### src/rtl/mem_access_unit_if.sv
// Word-aligned req/ack memory bus between the M-stage access unit (master) and memory (slave).
interface mem_access_unit_if #(
  parameter int AW = 32
);
  logic          mem_req;
  logic          mem_we;
  logic [AW-1:0] mem_addr;
  logic [3:0]    mem_be;
  logic [31:0]   mem_wdata;
  logic          mem_ack;
  logic [31:0]   mem_rdata;

  modport master (
    output mem_req, mem_we, mem_addr, mem_be, mem_wdata,
    input  mem_ack, mem_rdata
  );

  modport slave (
    input  mem_req, mem_we, mem_addr, mem_be, mem_wdata,
    output mem_ack, mem_rdata
  );
endinterface

### src/rtl/mem_access_unit.sv
// M-stage load/store unit: one bus transaction per instruction, stalls the pipeline until it
// completes, and returns extended load data for W.
module mem_access_unit #(
  parameter int          AW      = 32,
  parameter int unsigned TIMEOUT = 255
) (
  input  logic                     clk,
  input  logic                     reset,
  input  logic                     memreadM,
  input  logic [1:0]               memwriteM,
  input  logic [2:0]               readtypeM,
  input  logic [AW-1:0]            addrM,
  input  logic [31:0]              wdataM,
  output logic [31:0]              readdataM,
  output logic                     stallM,
  output logic                     misalignM,
  output logic                     buserrM,
  mem_access_unit_if.master        bus
);
  localparam logic [1:0] IDLE = 2'd0;
  localparam logic [1:0] BUSY = 2'd1;
  localparam logic [1:0] DONE = 2'd2;

  localparam int CW = (TIMEOUT > 1) ? $clog2(TIMEOUT) : 1;
  localparam logic [CW-1:0] TMO_LAST = CW'((TIMEOUT > 0) ? TIMEOUT - 1 : 0);

  logic [1:0]    state_q, state_d;
  logic [AW-1:0] addr_q, addr_d;
  logic [1:0]    lo_q, lo_d;
  logic [3:0]    be_q, be_d;
  logic [31:0]   wdata_q, wdata_d;
  logic          we_q, we_d;
  logic [2:0]    type_q, type_d;
  logic [31:0]   rdata_q, rdata_d;
  logic [CW-1:0] cnt_q, cnt_d;
  logic          err_q, err_d;

  logic is_wr, access, sz_byte, sz_half, aligned, start;
  logic [7:0]  byte_sel;
  logic [15:0] half_sel;

  // A store takes priority over a simultaneous load, so its size governs alignment.
  always_comb begin
    is_wr   = (memwriteM != 2'b00);
    access  = memreadM | is_wr;
    sz_byte = is_wr ? (memwriteM == 2'b10)
                    : (readtypeM == 3'b001 || readtypeM == 3'b010);
    sz_half = is_wr ? (memwriteM == 2'b11)
                    : (readtypeM == 3'b011 || readtypeM == 3'b100);
    aligned = sz_byte | (sz_half & ~addrM[0]) | (~sz_byte & ~sz_half & (addrM[1:0] == 2'b00));
    start   = (state_q == IDLE) & access & aligned;
  end

  always_comb begin
    state_d = state_q;
    addr_d  = addr_q;
    lo_d    = lo_q;
    be_d    = be_q;
    wdata_d = wdata_q;
    we_d    = we_q;
    type_d  = type_q;
    rdata_d = rdata_q;
    cnt_d   = cnt_q;
    err_d   = err_q;
    case (state_q)
      IDLE: begin
        if (start) begin
          state_d = BUSY;
          addr_d  = {addrM[AW-1:2], 2'b00};
          lo_d    = addrM[1:0];
          we_d    = is_wr;
          type_d  = readtypeM;
          cnt_d   = '0;
          if (!is_wr || memwriteM == 2'b01) begin
            be_d    = 4'b1111;
            wdata_d = wdataM;
          end else if (memwriteM == 2'b10) begin
            be_d    = 4'b0001 << addrM[1:0];
            wdata_d = {4{wdataM[7:0]}};
          end else begin
            be_d    = addrM[1] ? 4'b1100 : 4'b0011;
            wdata_d = {2{wdataM[15:0]}};
          end
        end
      end
      BUSY: begin
        // An ack arriving on the last allowed cycle still counts as success.
        if (bus.mem_ack) begin
          rdata_d = bus.mem_rdata;
          state_d = DONE;
        end else if (TIMEOUT != 0 && cnt_q == TMO_LAST) begin
          rdata_d = '0;
          err_d   = 1'b1;
          state_d = DONE;
        end else begin
          cnt_d = cnt_q + 1'b1;
        end
      end
      DONE: begin
        state_d = IDLE;
        err_d   = 1'b0;
      end
      default: state_d = IDLE;
    endcase
  end

  always_ff @(posedge clk or negedge reset) begin
    if (!reset) begin
      state_q <= IDLE;
      addr_q  <= '0;
      lo_q    <= '0;
      be_q    <= '0;
      wdata_q <= '0;
      we_q    <= 1'b0;
      type_q  <= '0;
      rdata_q <= '0;
      cnt_q   <= '0;
      err_q   <= 1'b0;
    end else begin
      state_q <= state_d;
      addr_q  <= addr_d;
      lo_q    <= lo_d;
      be_q    <= be_d;
      wdata_q <= wdata_d;
      we_q    <= we_d;
      type_q  <= type_d;
      rdata_q <= rdata_d;
      cnt_q   <= cnt_d;
      err_q   <= err_d;
    end
  end

  always_comb begin
    byte_sel = rdata_q[{lo_q, 3'b000} +: 8];
    half_sel = lo_q[1] ? rdata_q[31:16] : rdata_q[15:0];
    case (type_q)
      3'b001:  readdataM = {24'b0, byte_sel};
      3'b010:  readdataM = {{24{byte_sel[7]}}, byte_sel};
      3'b011:  readdataM = {16'b0, half_sel};
      3'b100:  readdataM = {{16{half_sel[15]}}, half_sel};
      default: readdataM = rdata_q;
    endcase
  end

  // IDLE-time combinational outputs are masked while reset is held.
  assign stallM    = (state_q == BUSY) | (start & reset);
  assign misalignM = (state_q == IDLE) & access & ~aligned & reset;
  assign buserrM   = (state_q == DONE) & err_q;

  assign bus.mem_req   = (state_q == BUSY);
  assign bus.mem_we    = we_q;
  assign bus.mem_addr  = addr_q;
  assign bus.mem_be    = be_q;
  assign bus.mem_wdata = wdata_q;
endmodule

### src/flat_wrapper.sv
// flat-port wrapper written by rule: the top's interface ports become plain ports
module mem_access_unit_flat 
#(
  parameter int          AW      = 32,
  parameter int unsigned TIMEOUT = 255
)
  (clk, reset, memreadM, memwriteM, readtypeM, addrM, wdataM, readdataM, stallM, misalignM, buserrM, bus_mem_req, bus_mem_we, bus_mem_addr, bus_mem_be, bus_mem_wdata, bus_mem_ack, bus_mem_rdata);
  mem_access_unit_if #(.AW(AW)) bus_i ();
  input  logic clk;
  input  logic reset;
  input  logic memreadM;
  input  logic [1:0] memwriteM;
  input  logic [2:0] readtypeM;
  input  logic [AW-1:0] addrM;
  input  logic [31:0] wdataM;
  output logic [31:0] readdataM;
  output logic stallM;
  output logic misalignM;
  output logic buserrM;
  output wire logic [$bits(bus_i.mem_req)-1:0] bus_mem_req;
  output wire logic [$bits(bus_i.mem_we)-1:0] bus_mem_we;
  output wire logic [$bits(bus_i.mem_addr)-1:0] bus_mem_addr;
  output wire logic [$bits(bus_i.mem_be)-1:0] bus_mem_be;
  output wire logic [$bits(bus_i.mem_wdata)-1:0] bus_mem_wdata;
  input wire logic [$bits(bus_i.mem_ack)-1:0] bus_mem_ack;
  input wire logic [$bits(bus_i.mem_rdata)-1:0] bus_mem_rdata;
  assign bus_mem_req = bus_i.mem_req;
  assign bus_mem_we = bus_i.mem_we;
  assign bus_mem_addr = bus_i.mem_addr;
  assign bus_mem_be = bus_i.mem_be;
  assign bus_mem_wdata = bus_i.mem_wdata;
  assign bus_i.mem_ack = bus_mem_ack;
  assign bus_i.mem_rdata = bus_mem_rdata;
  mem_access_unit #(.AW(AW), .TIMEOUT(TIMEOUT)) u_core (.clk(clk), .reset(reset), .memreadM(memreadM), .memwriteM(memwriteM), .readtypeM(readtypeM), .addrM(addrM), .wdataM(wdataM), .readdataM(readdataM), .stallM(stallM), .misalignM(misalignM), .buserrM(buserrM), .bus(bus_i));
endmodule
### config.mk
export PLATFORM = sky130hd
export DESIGN_NAME = mem_access_unit_flat
export DESIGN_NICKNAME = d
export VERILOG_FILES = /design/src/rtl/mem_access_unit_if.sv /design/src/rtl/mem_access_unit.sv /design/src/flat_wrapper.sv
export SDC_FILE = /design/constraint.sdc
export NUM_CORES = 1
export LEC_CHECK = 0
export ABC_CLOCK_PERIOD_IN_PS = 2100
export CAP_MARGIN = 15
export CORE_MARGIN = 2
export CORE_UTILIZATION = 41
export DETAILED_ROUTE_END_ITERATION = 10
export PLACE_DENSITY = 0.77
export SYNTH_ARGS = -nofsm -noshare
export SYNTH_HDL_FRONTEND = slang
export SYNTH_SLANG_ARGS = --single-unit
### constraint.sdc
create_clock -name clk -period 2.1 [get_ports clk]
set_clock_uncertainty 0.1 [all_clocks]
set_input_delay 0.42 -clock clk [delete_from_list [all_inputs] [get_ports clk]]
set_output_delay 0.42 -clock clk [all_outputs]
set_load 0.01 [all_outputs]
Word level (Yosys, flattened, before mapping)
Cells that the tools add are included.
{"block": "word_totals", "latchBits": 0, "memories": 0, "rom_bits": 0, "register_bits": 115, "elab_cells": 86, "ram_bits": 0, "in_bits": 105}
{"block": "op_classes", "n_eq_ne": 19, "div_mod_pow": 0, "n_bitwise": 17, "mux": 22, "add_sub_neg": 1, "magnitude_cmp": 0, "shifts": 2, "multipliers": 0, "reduce_logical": 15}
{"operator": "2-to-1 mux 32 bit", "count": 4}
{"operator": "one-hot mux 32 bit (4 select lines)", "count": 1}
{"operator": "indexed part select 32 x 6 -> 8 bit", "count": 1}
{"operator": "2-to-1 mux 8 bit", "count": 3}
{"operator": "2-to-1 mux 16 bit", "count": 1}
{"operator": "one-hot mux 8 bit (2 select lines)", "count": 1}
{"operator": "equality test 3 x 2 -> 1 bit, second input constant", "count": 4}
{"operator": "2-to-1 mux 4 bit", "count": 3}
{"operator": "bitwise AND 1 bit", "count": 9}
{"operator": "adder 8 x 1 -> 8 bit, second input constant", "count": 1}
{"operator": "equality test 8 bit, second input constant", "count": 1}
{"operator": "nonzero test 2 bit", "count": 4}
{"operator": "equality test 2 bit, second input constant", "count": 3}
{"operator": "equality test 3 x 1 -> 1 bit, second input constant", "count": 2}
{"operator": "equality test 3 bit, second input constant", "count": 2}
{"operator": "2-to-1 mux 2 bit", "count": 3}
{"operator": "AND reduction 2 bit", "count": 3}
{"operator": "equality test 2 x 1 -> 1 bit, second input constant", "count": 2}
{"operator": "zero test 2 bit", "count": 2}
{"operator": "2-to-1 mux 1 bit", "count": 4}
{"operator": "inequality test 2 x 1 -> 1 bit, second input constant", "count": 2}
{"operator": "inequality test 2 bit, second input constant", "count": 2}
{"operator": "inverter 1 bit", "count": 4}
{"operator": "OR 1 bit", "count": 4}
{"operator": "other kinds (8)", "count": 10}

Depth between registers and ports, before layout
{"block": "depth", "ltp_word": 10, "ltp_mapped": 7, "mapped_depth_nobuf": 6}

Worst setup path before layout
Ideal clock, no wire load.
{"block": "synth_path", "path_type": "reg2out", "start": "register u_core.type_q[1]", "end": "output readdataM[0]", "arrival_ns": 1.664, "stages_incl_launch_ff": 7, "setup_slack_ns": -0.084, "required_ns": 1.580, "path_cell_list": "dfrtp_1 -> buf_2 -> xor2_1 -> and2_1 -> clkbuf_1 -> o221ai_1 -> a31oi_1"}
{"block": "synth_between", "elab_chain_len": 2, "elab_cells_between_ends": 5, "cone_classes": "4 x eq/ne; 1 x mux"}
{"element": "from (decl)", "line": "mem_access_unit.sv:33", "source": "logic [2:0] type_q, type_d;"}
{"element": "from (signal assigned)", "line": "mem_access_unit.sv:126", "source": "type_q <= type_d;"}
{"element": "equality test 3 bit, or another cell as far along", "line": "mem_access_unit.sv:136", "source": "case (type_q)"}
{"element": "one-hot mux 32 bit (4 select lines) (*)", "line": "mem_access_unit.sv:136"}
{"element": "to (decl)", "line": "flat_wrapper.sv:16", "source": "output logic [31:0] readdataM;"}
Mark *: on every way between the ends. The rest lies on a longest branch, timed or not.

Final worst setup path
{"block": "layout_path", "start": "register u_core.lo_q[1]", "end": "output readdataM[16]"}
{"block": "layout_between", "elab_chain_len": 2, "elab_cells_between_ends": 3, "cone_classes": "1 x shift; 2 x mux"}
{"element": "from (decl)", "line": "mem_access_unit.sv:29", "source": "logic [1:0] lo_q, lo_d;"}
{"element": "from (signal assigned)", "line": "mem_access_unit.sv:122", "source": "lo_q <= lo_d;"}
{"element": "indexed part select 32 x 6 -> 8 bit / 2-to-1 mux 16 bit (equally long branches)", "line": "mem_access_unit.sv:134, mem_access_unit.sv:135"}
{"element": "one-hot mux 32 bit (4 select lines) (*)", "line": "mem_access_unit.sv:136"}
Marked as above.

==> flow_metrics.tcl <==
set metrics [dict create \
    netlist-cell-type-count 58 \
    yosysWarnings 0 \
    cts_root_buffer "clkbuf_16" \
    die-area_mm2 0.01541 \
    port_buffers 207 \
    synth.area.top_cells "dfrtp_1, mux2_4, a22o_1" \
    clk_latency_ps 410 \
    max_freq_ghz 0.3897 \
    regToRegEndpoint "u_core.cnt_q[6]$_DFFE_PN0P_" \
    hold_viol_final 0 \
    period_needed_ps 2566 \
    routabilityCongestion 0.9302 \
    worstPathMaxFanout 8 \
    antenna_found_initial 0 \
    cp-end-kind "output port" \
    final_common_cell "clkdlybuf4s50_1" \
    drtIter0Drc 351 \
    synthCells 475 \
    slew_headroom_pct 55.91 \
    syn_area_per_cell_um2 12.46 \
    powerDensity_mw_per_mm2 1691 \
    dpl_cell_area_mm2 0.008572 \
    ant_nets 0 \
    p_total_mw 15.85 \
    grt_start_max_net_pins 54 \
    clock_path_buffers 2 \
    yosysSeqAreaShare_pct 48.62 \
    io_pins 210 \
    leakagePower_nw 4.281 \
    violations "setup timing" \
    yosys.area.top_type "dfrtp_1" \
    drive_above_1_share_pct 35.46 \
    rows 43 \
    finalCritPeriodShare_pct 122.2 \
    synth_top_area_share_pct 48.62 \
    synth_enable_flop_cells 0 \
    grt-ovfl-total 0 \
    drt_pass1_iterations 5 \
    track_usage_pct 24.29 \
    synth_async_sr_flop_share_pct 100.0 \
    dr_total_vias 5157 \
    h-tree-depth 4 \
    coreArea_mm2 0.01399 \
    cts_made_buffers 17 \
    worstSetupStartpointType "register" \
    clkTransAtPathRegs_ps 50 \
    grt_pass1_wl_um 28330 \
    min_from "readtypeM[0]" \
    r2r_slack_ps 100 \
    fin_hold_ws_ps 264.6 \
    hold_class "input port to register" \
    regArea_mm2 0.002878 \
    synthFlopType "dfrtp_1" \
    whs_path_depth 3 \
    worstMarginPinSlew_ps 661.3 \
    cp.required_ps 1580 \
    drt-vias-per-instance 5.527 \
    grt_pass1_vias 5499 \
    start_util_pct 42.32 \
    drc 0 \
    synth_seq_cells 115 \
    maxCapViolations 0 \
    status "finished with violations" \
    die_y_um 124.2 \
    antennaDiodeCount 0 \
    worstPathArrival_ps 2050 \
    dp_hpwl_um 12930 \
    ff2ff_path_depth 9 \
    cts_tree "built" \
    layout_common_cells "clkdlybuf4s50_1, dfrtp_1, mux2_4" \
    holdPathEnd "u_core.type_q[0]$_DFFE_PN0P_" \
    multi_input_area_mm2 0.003044 \
    wirelength_um 18710 \
    finish.instance_area_mm2 0.009375 \
    synthesis.area_mm2 0.005919 \
    timing.final.ws_setup_ps -466.2 \
    dp_worst_setup_slack_ps -835.2 \
    path_class "register to output port" \
    nNetsFinal 848 \
    area_delta_synth_final_pct 58.38 \
    wl_per_cell_um 20.05 \
    n_fill_cell 1070 \
    drv_slew 0 \
    fp.dieW_um 124.2 \
    vdd_drop_max_v 0.0008042 \
    setup_violations 34 \
    clkSinkCount 115 \
    rsz0062_at_grt "yes" \
    reg2reg_from "u_core.state_q[1]$_DFFE_PN0P_" \
]
layout make-up:
type                            count  area share [%]
Multi-Input combinational cell    310           32.47
Sequential cell                   115           30.70
Timing Repair Buffer              283           28.31
Clock buffer                       21           4.911
Tap cell                          180           2.402
Clock inverter                     10          0.6539
Inverter                           14          0.5605
through the flow:
stage	setup TNS, ps	util [%]	instances
3_5_place_dp	-58300	61.28	888
4_1_cts	-14070	65.66	930
6_report	-13930	67.02	933
5_1_grt	-16250	67.02	933
2_1_floorplan	0	-	476
3_3_place_gp	-52570	61.28	888
layer usage:
| layer | vias to the layer above | global-route usage, % | wire, um | share of wire (%) |
|---|---|---|---|---|
| li1 | 2303 | - | - | - |
| met1 | 2548 | 27.54 | 7201 | 38 |
| met2 | 262 | 40.71 | 9161 | 49 |
| met3 | 44 | 9.936 | 1815 | 9.7 |
| met4 | 0 | 9.691 | 528 | 2.8 |
| met5 | - | 0 | 0 | 0 |
critical path, stage by stage, from the launching register on:
cell and delay (ps):
dfrtp_1 410, mux4_2 570, nand3b_4 120, a21oi_4 90
buf_12 150, a21o_1 150, buf_2 140
state kept, by name, indices dropped and copies added (netlist names):
signal / cells
u_core.bus.mem_wdata: 32
u_core.rdata_q: 32
u_core.bus.mem_addr: 30
u_core.cnt_q: 8
u_core.bus.mem_be: 4
u_core.type_q: 3
u_core.lo_q: 2
u_core.state_q: 2
u_core.bus.mem_we: 1
u_core.err_q: 1
cells in the mapped netlist, drive strengths merged, types with 10 or more instances:
cell / instances
a22o: 32
o21ai: 10
nand2: 11
a21o: 17
a31oi: 18
clkbuf: 20
inv: 13
a21oi: 17
mux2: 88
buf: 17
nor2: 22
dfrtp: 115
logic make-up (layout without fill, tap and decap cells):
logic type | Yosys count | after routing | synth area share (%)
flops | 115 | 115 | 48.62
mux | 99 | 99 | 22.83
fa+ha+maj | 2 | 2 | 0.4227
other cells | 1 | 2 | 0.06335
buf+inv | 51 | 328 | 4.375
simple gates | 66 | 66 | 5.813
compound gates | 138 | 138 | 17.44
xor+xnor | 3 | 3 | 0.4440
report_power, final:
| part | switching [mW] | total [mW] | internal, mW |
|---|---|---|---|
| clock | 1.02 | 2.57 | 1.55 |
| combinational | 3.96 | 9.13 | 5.17 |
| sequential | 0.860 | 4.16 | 3.30 |
| total | 5.84 | 15.8 | 10.0 |
worst max-delay path by stage:
stage	start	end	slack, ps	cells past startpoint
2_1_floorplan	u_core.type_q[1]$_DFFE_PN0P_	readdataM[1]	3	6
3_3_place_gp	readtypeM[0]	stallM	-790	6
3_5_place_dp	readtypeM[0]	stallM	-840	6
4_1_cts	u_core.lo_q[1]$_DFFE_PN0P_	readdataM[19]	-490	6
5_1_grt	u_core.type_q[0]$_DFFE_PN0P_	readdataM[5]	-540	6
6_report	u_core.lo_q[1]$_DFFE_PN0P_	readdataM[16]	-470	6
timing repair:
item,4_1_cts,5_1_grt
hold endpoints to repair,18,0
pin swaps,26,15
setup buffers,9,3
hold buffers,1,0
setup endpoints to repair,103,38
gates cloned,2,1
gates resized for setup,202,29
Power figures use the tool's default switching activity.
